--- src/rtl/mem_miss_arbiter_if.sv ---
`default_nettype none
// ============================================================================
//  Module   : mem_miss_arbiter_if
//  Purpose  : Bundles the cache-request, main-memory and refill signals of
//             the miss arbiter.
//  Modports : slave  - arbiter view (requests and memory read data in,
//                      memory strobes, refill and handshake pulses out)
//             master - requester/memory view (mirror of slave)
//  Revision : 1.0  initial release
// ============================================================================
interface mem_miss_arbiter_if #(
  parameter int AWIDTH = 16,
  parameter int DWIDTH = 16
);
  // cache requests
  logic              i_miss;
  logic [AWIDTH-1:0] i_miss_addr;
  logic              d_miss;
  logic [AWIDTH-1:0] d_miss_addr;
  logic              d_wr_req;
  logic [AWIDTH-1:0] d_wr_addr;
  logic [DWIDTH-1:0] d_wr_data;
  // main memory
  logic              mem_en;
  logic              mem_wr;
  logic [AWIDTH-1:0] mem_addr;
  logic [DWIDTH-1:0] mem_data_out;
  logic [DWIDTH-1:0] mem_data_in;
  logic              mem_data_valid;
  // refill path and completion handshakes
  logic              fill_owner;
  logic              fill_we;
  logic [AWIDTH-1:0] fill_addr;
  logic [DWIDTH-1:0] fill_data;
  logic              fill_tag_we;
  logic              i_fill_done;
  logic              d_fill_done;
  logic              d_wr_ack;
  logic              busy;

  modport slave (
    input  i_miss, i_miss_addr, d_miss, d_miss_addr,
    input  d_wr_req, d_wr_addr, d_wr_data,
    input  mem_data_in, mem_data_valid,
    output mem_en, mem_wr, mem_addr, mem_data_out,
    output fill_owner, fill_we, fill_addr, fill_data, fill_tag_we,
    output i_fill_done, d_fill_done, d_wr_ack, busy
  );

  modport master (
    output i_miss, i_miss_addr, d_miss, d_miss_addr,
    output d_wr_req, d_wr_addr, d_wr_data,
    output mem_data_in, mem_data_valid,
    input  mem_en, mem_wr, mem_addr, mem_data_out,
    input  fill_owner, fill_we, fill_addr, fill_data, fill_tag_we,
    input  i_fill_done, d_fill_done, d_wr_ack, busy
  );
endinterface
`default_nettype wire

--- src/rtl/mem_miss_arbiter.sv ---
`default_nettype none
// ============================================================================
//  Module   : mem_miss_arbiter
//  Purpose  : Sequences the shared, pipelined main memory for I-cache block
//             refills, D-cache block refills and D-cache write-through
//             stores. Fixed priority d_miss > d_wr_req > i_miss, sampled only
//             when idle; no preemption.
//  Ports    : clk  - rising-edge clock
//             rst  - asynchronous, active-low reset
//             bus  - mem_miss_arbiter_if.slave (requests, memory, refill)
//  Revision : 1.0  initial release
// ============================================================================
module mem_miss_arbiter #(
  parameter int AWIDTH      = 16,
  parameter int DWIDTH      = 16,
  parameter int WORDS       = 8,
  parameter int MEM_LATENCY = 4
) (
  input  wire logic          clk,
  input  wire logic          rst,
  mem_miss_arbiter_if.slave  bus
);

  localparam int                c_CW         = $clog2(WORDS) + 1;
  localparam logic [AWIDTH-1:0] c_BLOCK_MASK = ~AWIDTH'(2 * WORDS - 1);
  localparam logic [AWIDTH-1:0] c_HALF_MASK  = ~AWIDTH'(1);

  // The refill sequencing assumes a power-of-two block and a memory that
  // takes at least one cycle to answer.
  generate
    if (MEM_LATENCY < 1 || WORDS < 2 || (WORDS & (WORDS - 1)) != 0) begin : g_bad_params
      $error("mem_miss_arbiter: WORDS must be a power of two >= 2 and MEM_LATENCY >= 1");
    end
  endgenerate

  typedef enum logic [1:0] {
    ST_IDLE     = 2'd0,
    ST_FILL     = 2'd1,
    ST_COMPLETE = 2'd2,
    ST_WRITE    = 2'd3
  } state_t;

  state_t            r_state;
  logic [AWIDTH-1:0] r_base;
  logic [c_CW-1:0]   r_issue_cnt;   // index of the read currently on the bus
  logic [c_CW-1:0]   r_recv_cnt;    // words already returned by memory
  logic              r_fill_owner;
  logic              r_mem_en;
  logic              r_mem_wr;
  logic [AWIDTH-1:0] r_mem_addr;
  logic [DWIDTH-1:0] r_mem_data_out;
  logic              r_fill_tag_we;
  logic              r_i_fill_done;
  logic              r_d_fill_done;
  logic              r_d_wr_ack;

  function automatic logic [AWIDTH-1:0] word_addr(input logic [AWIDTH-1:0] base,
                                                  input logic [c_CW-1:0]   idx);
    return base + (AWIDTH'(idx) << 1);
  endfunction

  logic              w_grant_fill;
  logic [AWIDTH-1:0] w_req_base;
  logic [c_CW-1:0]   w_issue_next;
  logic              w_fill_we;

  assign w_grant_fill = bus.d_miss || (!bus.d_wr_req && bus.i_miss);
  assign w_req_base   = (bus.d_miss ? bus.d_miss_addr : bus.i_miss_addr) & c_BLOCK_MASK;
  assign w_issue_next = r_issue_cnt + c_CW'(1);

  always_ff @(posedge clk or negedge rst) begin
    if (!rst) begin
      r_state        <= ST_IDLE;
      r_base         <= '0;
      r_issue_cnt    <= '0;
      r_recv_cnt     <= '0;
      r_fill_owner   <= 1'b0;
      r_mem_en       <= 1'b0;
      r_mem_wr       <= 1'b0;
      r_mem_addr     <= '0;
      r_mem_data_out <= '0;
      r_fill_tag_we  <= 1'b0;
      r_i_fill_done  <= 1'b0;
      r_d_fill_done  <= 1'b0;
      r_d_wr_ack     <= 1'b0;
    end else begin
      case (r_state)
        ST_IDLE: begin
          // Outputs are registered, so the first read or the store is put on
          // the bus by the grant itself and appears in the next cycle.
          if (w_grant_fill) begin
            r_state      <= ST_FILL;
            r_base       <= w_req_base;
            r_fill_owner <= bus.d_miss;
            r_issue_cnt  <= '0;
            r_recv_cnt   <= '0;
            r_mem_en     <= 1'b1;
            r_mem_wr     <= 1'b0;
            r_mem_addr   <= w_req_base;
          end else if (bus.d_wr_req) begin
            r_state        <= ST_WRITE;
            r_fill_owner   <= 1'b0;
            r_mem_en       <= 1'b1;
            r_mem_wr       <= 1'b1;
            r_mem_addr     <= bus.d_wr_addr & c_HALF_MASK;
            r_mem_data_out <= bus.d_wr_data;
            r_d_wr_ack     <= 1'b1;
          end
        end

        ST_FILL: begin
          if (r_mem_en) begin
            r_issue_cnt <= w_issue_next;
            if (w_issue_next < c_CW'(WORDS)) begin
              r_mem_addr <= word_addr(r_base, w_issue_next);
            end else begin
              r_mem_en   <= 1'b0;
              r_mem_addr <= '0;
            end
          end
          if (bus.mem_data_valid) begin
            r_recv_cnt <= r_recv_cnt + c_CW'(1);
            if (r_recv_cnt == c_CW'(WORDS - 1)) begin
              r_state       <= ST_COMPLETE;
              r_mem_en      <= 1'b0;
              r_mem_addr    <= '0;
              r_fill_tag_we <= 1'b1;
              r_i_fill_done <= !r_fill_owner;
              r_d_fill_done <= r_fill_owner;
            end
          end
        end

        ST_COMPLETE: begin
          r_state       <= ST_IDLE;
          r_fill_owner  <= 1'b0;
          r_fill_tag_we <= 1'b0;
          r_i_fill_done <= 1'b0;
          r_d_fill_done <= 1'b0;
        end

        ST_WRITE: begin
          r_state        <= ST_IDLE;
          r_mem_en       <= 1'b0;
          r_mem_wr       <= 1'b0;
          r_mem_addr     <= '0;
          r_mem_data_out <= '0;
          r_d_wr_ack     <= 1'b0;
        end

        default: r_state <= ST_IDLE;
      endcase
    end
  end

  // Refill writes follow mem_data_valid in the same cycle, so this path is
  // combinational; the state gate keeps stray valids in IDLE harmless.
  assign w_fill_we = (r_state == ST_FILL) && bus.mem_data_valid;

  assign bus.fill_we      = w_fill_we;
  assign bus.fill_data    = w_fill_we ? bus.mem_data_in : '0;
  assign bus.fill_addr    = w_fill_we                  ? word_addr(r_base, r_recv_cnt) :
                            (r_state == ST_COMPLETE)   ? r_base : '0;
  assign bus.fill_owner   = r_fill_owner;
  assign bus.fill_tag_we  = r_fill_tag_we;
  assign bus.i_fill_done  = r_i_fill_done;
  assign bus.d_fill_done  = r_d_fill_done;
  assign bus.d_wr_ack     = r_d_wr_ack;
  assign bus.mem_en       = r_mem_en;
  assign bus.mem_wr       = r_mem_wr;
  assign bus.mem_addr     = r_mem_addr;
  assign bus.mem_data_out = r_mem_data_out;
  assign bus.busy         = (r_state != ST_IDLE);

endmodule
`default_nettype wire

--- src/flat_wrapper.sv ---
// flat-port wrapper written by rule: the top's interface ports become plain ports
module mem_miss_arbiter_flat 
#(
  parameter int AWIDTH      = 16,
  parameter int DWIDTH      = 16,
  parameter int WORDS       = 8,
  parameter int MEM_LATENCY = 4
)
  (clk, rst, bus_i_miss, bus_i_miss_addr, bus_d_miss, bus_d_miss_addr, bus_d_wr_req, bus_d_wr_addr, bus_d_wr_data, bus_mem_data_in, bus_mem_data_valid, bus_mem_en, bus_mem_wr, bus_mem_addr, bus_mem_data_out, bus_fill_owner, bus_fill_we, bus_fill_addr, bus_fill_data, bus_fill_tag_we, bus_i_fill_done, bus_d_fill_done, bus_d_wr_ack, bus_busy);
  mem_miss_arbiter_if #(.AWIDTH(AWIDTH), .DWIDTH(DWIDTH)) bus_i ();
  input  wire logic clk;
  input  wire logic rst;
  input wire logic [$bits(bus_i.i_miss)-1:0] bus_i_miss;
  input wire logic [$bits(bus_i.i_miss_addr)-1:0] bus_i_miss_addr;
  input wire logic [$bits(bus_i.d_miss)-1:0] bus_d_miss;
  input wire logic [$bits(bus_i.d_miss_addr)-1:0] bus_d_miss_addr;
  input wire logic [$bits(bus_i.d_wr_req)-1:0] bus_d_wr_req;
  input wire logic [$bits(bus_i.d_wr_addr)-1:0] bus_d_wr_addr;
  input wire logic [$bits(bus_i.d_wr_data)-1:0] bus_d_wr_data;
  input wire logic [$bits(bus_i.mem_data_in)-1:0] bus_mem_data_in;
  input wire logic [$bits(bus_i.mem_data_valid)-1:0] bus_mem_data_valid;
  output wire logic [$bits(bus_i.mem_en)-1:0] bus_mem_en;
  output wire logic [$bits(bus_i.mem_wr)-1:0] bus_mem_wr;
  output wire logic [$bits(bus_i.mem_addr)-1:0] bus_mem_addr;
  output wire logic [$bits(bus_i.mem_data_out)-1:0] bus_mem_data_out;
  output wire logic [$bits(bus_i.fill_owner)-1:0] bus_fill_owner;
  output wire logic [$bits(bus_i.fill_we)-1:0] bus_fill_we;
  output wire logic [$bits(bus_i.fill_addr)-1:0] bus_fill_addr;
  output wire logic [$bits(bus_i.fill_data)-1:0] bus_fill_data;
  output wire logic [$bits(bus_i.fill_tag_we)-1:0] bus_fill_tag_we;
  output wire logic [$bits(bus_i.i_fill_done)-1:0] bus_i_fill_done;
  output wire logic [$bits(bus_i.d_fill_done)-1:0] bus_d_fill_done;
  output wire logic [$bits(bus_i.d_wr_ack)-1:0] bus_d_wr_ack;
  output wire logic [$bits(bus_i.busy)-1:0] bus_busy;
  assign bus_i.i_miss = bus_i_miss;
  assign bus_i.i_miss_addr = bus_i_miss_addr;
  assign bus_i.d_miss = bus_d_miss;
  assign bus_i.d_miss_addr = bus_d_miss_addr;
  assign bus_i.d_wr_req = bus_d_wr_req;
  assign bus_i.d_wr_addr = bus_d_wr_addr;
  assign bus_i.d_wr_data = bus_d_wr_data;
  assign bus_i.mem_data_in = bus_mem_data_in;
  assign bus_i.mem_data_valid = bus_mem_data_valid;
  assign bus_mem_en = bus_i.mem_en;
  assign bus_mem_wr = bus_i.mem_wr;
  assign bus_mem_addr = bus_i.mem_addr;
  assign bus_mem_data_out = bus_i.mem_data_out;
  assign bus_fill_owner = bus_i.fill_owner;
  assign bus_fill_we = bus_i.fill_we;
  assign bus_fill_addr = bus_i.fill_addr;
  assign bus_fill_data = bus_i.fill_data;
  assign bus_fill_tag_we = bus_i.fill_tag_we;
  assign bus_i_fill_done = bus_i.i_fill_done;
  assign bus_d_fill_done = bus_i.d_fill_done;
  assign bus_d_wr_ack = bus_i.d_wr_ack;
  assign bus_busy = bus_i.busy;
  mem_miss_arbiter #(.AWIDTH(AWIDTH), .DWIDTH(DWIDTH), .WORDS(WORDS), .MEM_LATENCY(MEM_LATENCY)) u_core (.clk(clk), .rst(rst), .bus(bus_i));
endmodule
--- config.mk ---
export PLATFORM = sky130hd
export DESIGN_NAME = mem_miss_arbiter_flat
export DESIGN_NICKNAME = d
export VERILOG_FILES = /design/src/rtl/mem_miss_arbiter_if.sv /design/src/rtl/mem_miss_arbiter.sv /design/src/flat_wrapper.sv
export SDC_FILE = /design/constraint.sdc
export NUM_CORES = 1
export LEC_CHECK = 0
export ABC_AREA = 1
export CELL_PAD_IN_SITES_DETAIL_PLACEMENT = 1
export CELL_PAD_IN_SITES_GLOBAL_PLACEMENT = 2
export CORE_UTILIZATION = 20
export CTS_BUF_LIST = sky130_fd_sc_hd__clkbuf_4 sky130_fd_sc_hd__clkbuf_8 sky130_fd_sc_hd__clkbuf_16
export CTS_CLUSTER_SIZE = 8
export DETAILED_ROUTE_END_ITERATION = 10
export PLACE_DENSITY_LB_ADDON = 0.1
export SLEW_MARGIN = 20
export SYNTH_ARGS = -nofsm -noshare
export SYNTH_HDL_FRONTEND = slang
export SYNTH_SLANG_ARGS = --single-unit
export TNS_END_PERCENT = 100
--- constraint.sdc ---
create_clock -name clk -period 1.6 [get_ports clk]
set_input_delay 0.32 -clock clk [delete_from_list [all_inputs] [get_ports clk]]
set_output_delay 0.32 -clock clk [all_outputs]
set_load 0.01 [all_outputs]
# Word level (Yosys, flattened, before mapping)
# Index checks and enable logic that the tools add are counted.
[totals] regBits=61 input_bits=86 output_inout_bits=73 word_cells=98
[op_classes] n_addsub=4 magnitude_cmp=1 n_eq_ne=11 mux=47 reduce_logical=22
[op_table] operator="$mux W16" n=12
[op_table] operator="$pmux W16 S3" n=1
[op_table] operator="$add A16 B5 Y16" n=2
[op_table] operator="$pmux W16 S2" n=1
[op_table] operator="$mux W1" n=16
[op_table] operator="$pmux W4 S2" n=2
[op_table] operator="$reduce_and A3 Y1" n=5
[op_table] operator="$mux W4" n=3
[op_table] operator="$pmux W1 S2" n=6
[op_table] operator="$reduce_bool A2 Y1" n=5
[op_table] operator="$add A4 B1 Y4 const B" n=2
[op_table] operator="$mux W2" n=4
[op_table] operator="$reduce_and A2 Y1" n=4
[op_table] operator="$ne A2 B1 Y1 const B" n=3
[op_table] operator="$ne A2 B2 Y1 const B" n=3
[op_table] operator="$pmux W2 S3" n=1
[op_table] operator="$eq A2 B2 Y1 const B" n=2
[op_table] operator="$eq A4 B3 Y1 const B" n=1
[op_table] operator="$lt A4 B4 Y1 const B" n=1
[op_table] operator="$ne A3 B2 Y1 const B" n=1
[op_table] operator="$pmux W1 S3" n=1
[op_table] operator="$reduce_bool A3 Y1" n=1
[op_table] operator="$eq A2 B1 Y1 const B" n=1
[op_table] operator="$logic_and A1 B1 Y1" n=2
[op_table] operator="other kinds (4)" n=5

# Logic depth before layout (Yosys ltp)
[depth] word_depth=7 ltp_mapped=11 ltp_nobuf=10

# Worst setup path after synthesis
# No wires, ideal clock.
[synth_timing] kind="reg2out" start="register u_core.r_state[1]" end="output port bus_fill_addr[11]" arrival_time_ns=1.509 required_ns=1.280 setup_slack_ns=-0.229 path_stages_with_launch=10 path_cell_list="dfrtp_1 > inv_1 > ha_1 > nand2_1 > inv_1 > buf_2 > nor2_1 > inv_1 > nand2_1 > o21ai_0"
[synth_via] elab_chain_len=3 word_cells_on_any_way=5 classes_between="eq/ne (2); mux (2); reduce/logical (1)"
[synth_lines] element="start: declaration" line_no="mem_miss_arbiter.sv:43" rtl="state_t r_state;"
[synth_lines] element="start signal: assignment" line_no="mem_miss_arbiter.sv:73" rtl="r_state <= ST_IDLE;"
[synth_lines] element="start signal: assignment" line_no="mem_miss_arbiter.sv:92" rtl="r_state <= ST_FILL;"
[synth_lines] element="start signal: assignment" line_no="mem_miss_arbiter.sv:101" rtl="r_state <= ST_WRITE;"
[synth_lines] element="$eq A2 B1 Y1" line_no="mem_miss_arbiter.sv:158" rtl="assign w_fill_we = (r_state == ST_FILL) && bus.mem_data_valid;"
[synth_lines] element="$logic_and A1 B1 Y1" line_no="mem_miss_arbiter.sv:158"
[synth_lines] element="net bus_fill_we" line_no="flat_wrapper.sv:27" rtl="output wire logic [$bits(bus_i.fill_we)-1:0] bus_fill_we;"
[synth_lines] element="$mux W16" line_no="mem_miss_arbiter.sv:162" rtl="assign bus.fill_addr = w_fill_we ? word_addr(r_base, r_recv_cnt) :"
[synth_lines] element="end: declaration" line_no="flat_wrapper.sv:28" rtl="output wire logic [$bits(bus_i.fill_addr)-1:0] bus_fill_addr;"
# The timed path passes the listed nets, and every way through them passes these cells.

# Final worst setup path
[layout_timing] start="register u_core.r_state[1]" end="output port bus_fill_addr[10]"
[layout_via] elab_chain_len=3 word_cells_on_any_way=5 classes_between="eq/ne (2); mux (2); reduce/logical (1)"
[layout_lines] element="$eq A2 B2 Y1 or $eq A2 B1 Y1 (tied branches)" line_no="mem_miss_arbiter.sv:163, mem_miss_arbiter.sv:158"
[layout_lines] element="$mux W16 or $logic_and A1 B1 Y1 (tied branches)" line_no="mem_miss_arbiter.sv:163, mem_miss_arbiter.sv:158"
[layout_lines] element="$mux W16 *" line_no="mem_miss_arbiter.sv:162"
# Every way passes the cells marked *; elsewhere a longest branch is shown, timed or not.

==> run_results.csv <==
group,metric,value,unit
cells_and_area,diodes,0,
critical_path,crit_fanout,4,
sta,rsz0062_at_grt,"yes",
hold_path,hold_class,"in2async",
cells_and_area,multiInputGateArea,2280,um^2
critical_path,slowest_delay,0.40,ns
sta,tns,-20.80,ns
outcome,violations,"negative hold slack, negative setup slack",
critical_path,path_buf_inv,6,
clock_tree,cts-root-buf,"clkbuf_16",
place,dp.final_hpwl,10.9,mm
die,die_x,136,um
logic_synthesis,netlist_instances,488,
critical_path,worstSetupEndpointType,"primary output",
sta,setup_viol,79,
sta,fin_crit,2.21,ns
cells_and_area,final_layout_size_suffix_gt1_frac,0.419,
route,wl_met1,6.96,mm
outcome,status,"finished, violations left",
place,place_congestion,0.803,
clock_tree,tritoncts,"done",
place,io_buffers,148,
die,top_level_ports,159,
logic_synthesis,syn-num-nets,583,
clock_tree,clk_pin_slew_worst_paths,0.06,ns
power_and_ir_drop,powerDensity,1830,nW/um^2
critical_path,cp_cell_sequence,"inv_2 -> ha_4 -> nand2_4 -> inv_6 -> buf_6 -> nand2_8 -> buf_4 -> o22ai_1 -> o31ai_2 -> inv_1 -> buf_2",
clock_tree,cts_buffers,9,
cells_and_area,mostFrequentLayoutCells,"nand2_1 (104), clkdlybuf4s50_1 (100), buf_4 (96), inv_1 (68), dfrtp_1 (58)",
flow_run,cap_violations,0,
cells_and_area,fill_cells,1969,
clock_tree,ctsHoldBuffers,0,
global_routing,grt_max_degree,62,
sta,fin_worst_skew,0.00749,ns
sta,hold-worst-slack,-0.00890,ns
route,ant_nets,0,
logic_synthesis,synth_edf_count,0,
critical_path,crit_family,"buffers and inverters",
critical_path,slowest_stage,"dfrtp_1",
power_and_ir_drop,peakVddDrop,0.000749,V
route,wl_met2,7.56,mm
clock_tree,cts_max_level,3,
logic_synthesis,yosys.cell_types.count,35,
sta,max_freq,453,MHz
global_routing,gr-total-overflow,0,
route,drc_errors,0,
die,start_util,0.206,
cells_and_area,area_growth,108,%
global_routing,grt_pass1_vias,4519,
critical_path,critPathArrivalTime,1.89,ns
cells_and_area,fin_nets,857,
die,rows,48,
die,dieArea,18400,um^2
sta,drv_slew,0,
clock_tree,insertion_delay,0.34,ns
logic_synthesis,netlist_area,3580,um^2
sta,fin_crit_sh,1.38,
logic_synthesis,avgSynthCellArea,7.33,um^2
cells_and_area,regArea,1530,um^2
sta,setup_ws,-0.610,ns
route,dr.first_iter.drc_count,113,
route,wl_met3,841,um
route,wire_per_inst,15.7,um
sta,hold_viol,4,
logic_synthesis,synthFlopType,"dfrtp_1",
logic_synthesis,yosys_warnings,0,
route,num_vias,4295,
cells_and_area,fin_util,0.429,
logic_synthesis,seq_area_frac_synth,0.427,
logic_synthesis,synthArstFlopShare,1.00,
power_and_ir_drop,cellLeakagePower,3.63,nW
cells_and_area,mostFrequentLayoutCell,"nand2_1",
clock_tree,clock_sinks,61,
global_routing,grt_pass1_wl,23.8,mm
critical_path,critical_path_class,"reg2out",
route,top_layer,"met5",
die,core,17400,um^2
route,drtPass1Iterations,7,
logic_synthesis,ys_ff_latch,61,
die,die_h,136,um
critical_path,startpoint_type,"register",
route,vias_per_cell,4.33,
route,routed_wl,15.6,mm
global_routing,grt_util_all_layers,0.171,
global_routing,antenna_found_initial,2,
critical_path,required,1.28,ns
clock_tree,cts_buffer_depth,2,
place,dp.cells,936,
cells_and_area,final_cells,992,
report_power, final:
part           internal (mW)  switching [mW]  total, mW
clock                   1.54           0.770       2.31
combinational           4.38            4.14       8.52
sequential              2.23           0.550       2.78
per-stage QoR:
step | total power [mW] | instance area [um^2] | worst slack [ns]
2_1_floorplan | 5.33 | 3640 | -0.0334
5_1_grt | 14.5 | 7450 | -0.671
4_1_cts | 12.9 | 7050 | -0.601
6_report | 13.6 | 7450 | -0.610
3_5_place_dp | 8.92 | 6060 | -0.900
3_3_place_gp | 8.81 | 6060 | -0.865
cell usage after synthesis (all sizes together), types with 4 or more instances:
| cell | number | share of area |
|---|---|---|
| nand4 | 10 | 0.017 |
| a21oi | 8 | 0.014 |
| nand2 | 131 | 0.14 |
| nand3 | 31 | 0.043 |
| inv | 80 | 0.084 |
| buf | 13 | 0.021 |
| o21ai | 70 | 0.10 |
| dfrtp | 61 | 0.43 |
| mux2i | 8 | 0.022 |
| nor2 | 35 | 0.040 |
| ha | 9 | 0.031 |
| o22ai | 4 | 0.0087 |
| o211ai | 7 | 0.015 |
| clkbuf | 6 | 0.0063 |
what timing repair did:
action                                  CTS  global route
gates cloned                              8             3
buffers inserted                         20            18
resized for setup                       290            85
pin swaps                                16            33
endpoints found under the setup margin   97           103
metal layers:
layer | vias up | track usage
li1 | 2117 | -
met1 | 2044 | 0.222
met2 | 112 | 0.278
met3 | 18 | 0.0486
met4 | 4 | 0.0412
met5 | - | 0
worst reg2reg max path, stage by stage, from the launching register on:
cell and delay [ns]:
dfrtp_2 0.44, buf_6 0.13, inv_4 0.06, buf_6 0.11, ha_4 0.16, buf_6 0.13
nand2_8 0.06, buf_6 0.11, nor2_4 0.12, nor2_4 0.05, buf_12 0.14, buf_12 0.13
nand2_2 0.08, nand2_1 0.05
kinds of logic (layout without fill, tap and decap cells):
logic type               Yosys count  after routing  share of synthesized area
multiplexers                       8              8                     0.0224
buffers and inverters            100            378                      0.113
other                              1              1                    0.00105
adder cells (fa/ha/maj)            9              9                     0.0315
flip-flops                        61             61                      0.427
AND/OR/NAND/NOR                  213            213                      0.251
XOR/XNOR                           2              2                    0.00490
AO/OA/AOI/OAI                     94             95                      0.150
cell type report:
cell class,instances,area share
Timing Repair inverter,1,0.000671
Clock buffer,10,0.0312
Inverter,81,0.0430
Timing Repair Buffer,280,0.361
Multi-Input combinational cell,328,0.306
Sequential cell,61,0.205
Tap cell,225,0.0378
Clock inverter,6,0.0149
worst paths after layout:
path                                                      from                                  end  slack, ns  cells past startpoint
max                              u_core.r_state[1]$_DFFE_PN0P_                    bus_fill_addr[10]      -0.61                     11
min                                                        rst  u_core.bus.mem_addr[13]$_DFFE_PN0P_     -0.009                      2
max reg2reg                      u_core.r_state[0]$_DFFE_PN0P_   u_core.bus.mem_addr[8]$_DFFE_PN0P_      -0.29                     13
min reg2reg                u_core.bus.mem_addr[12]$_DFFE_PN0P_  u_core.bus.mem_addr[12]$_DFFE_PN0P_       0.47                      2
max in group asynchronous                                  rst        u_core.bus.mem_en$_DFFE_PN0P_       1.29                      2
min in group clk           u_core.bus.mem_addr[12]$_DFFE_PN0P_  u_core.bus.mem_addr[12]$_DFFE_PN0P_       0.47                      2
state kept, by name, indices dropped and copies added (netlist names), 2 cells and up:
register,flops
u_core.r_state,2
u_core.bus.mem_addr,16
u_core.r_base,12
u_core.bus.mem_data_out,16
u_core.r_issue_cnt,4
u_core.r_recv_cnt,4
(Power assumes the default switching activity.)
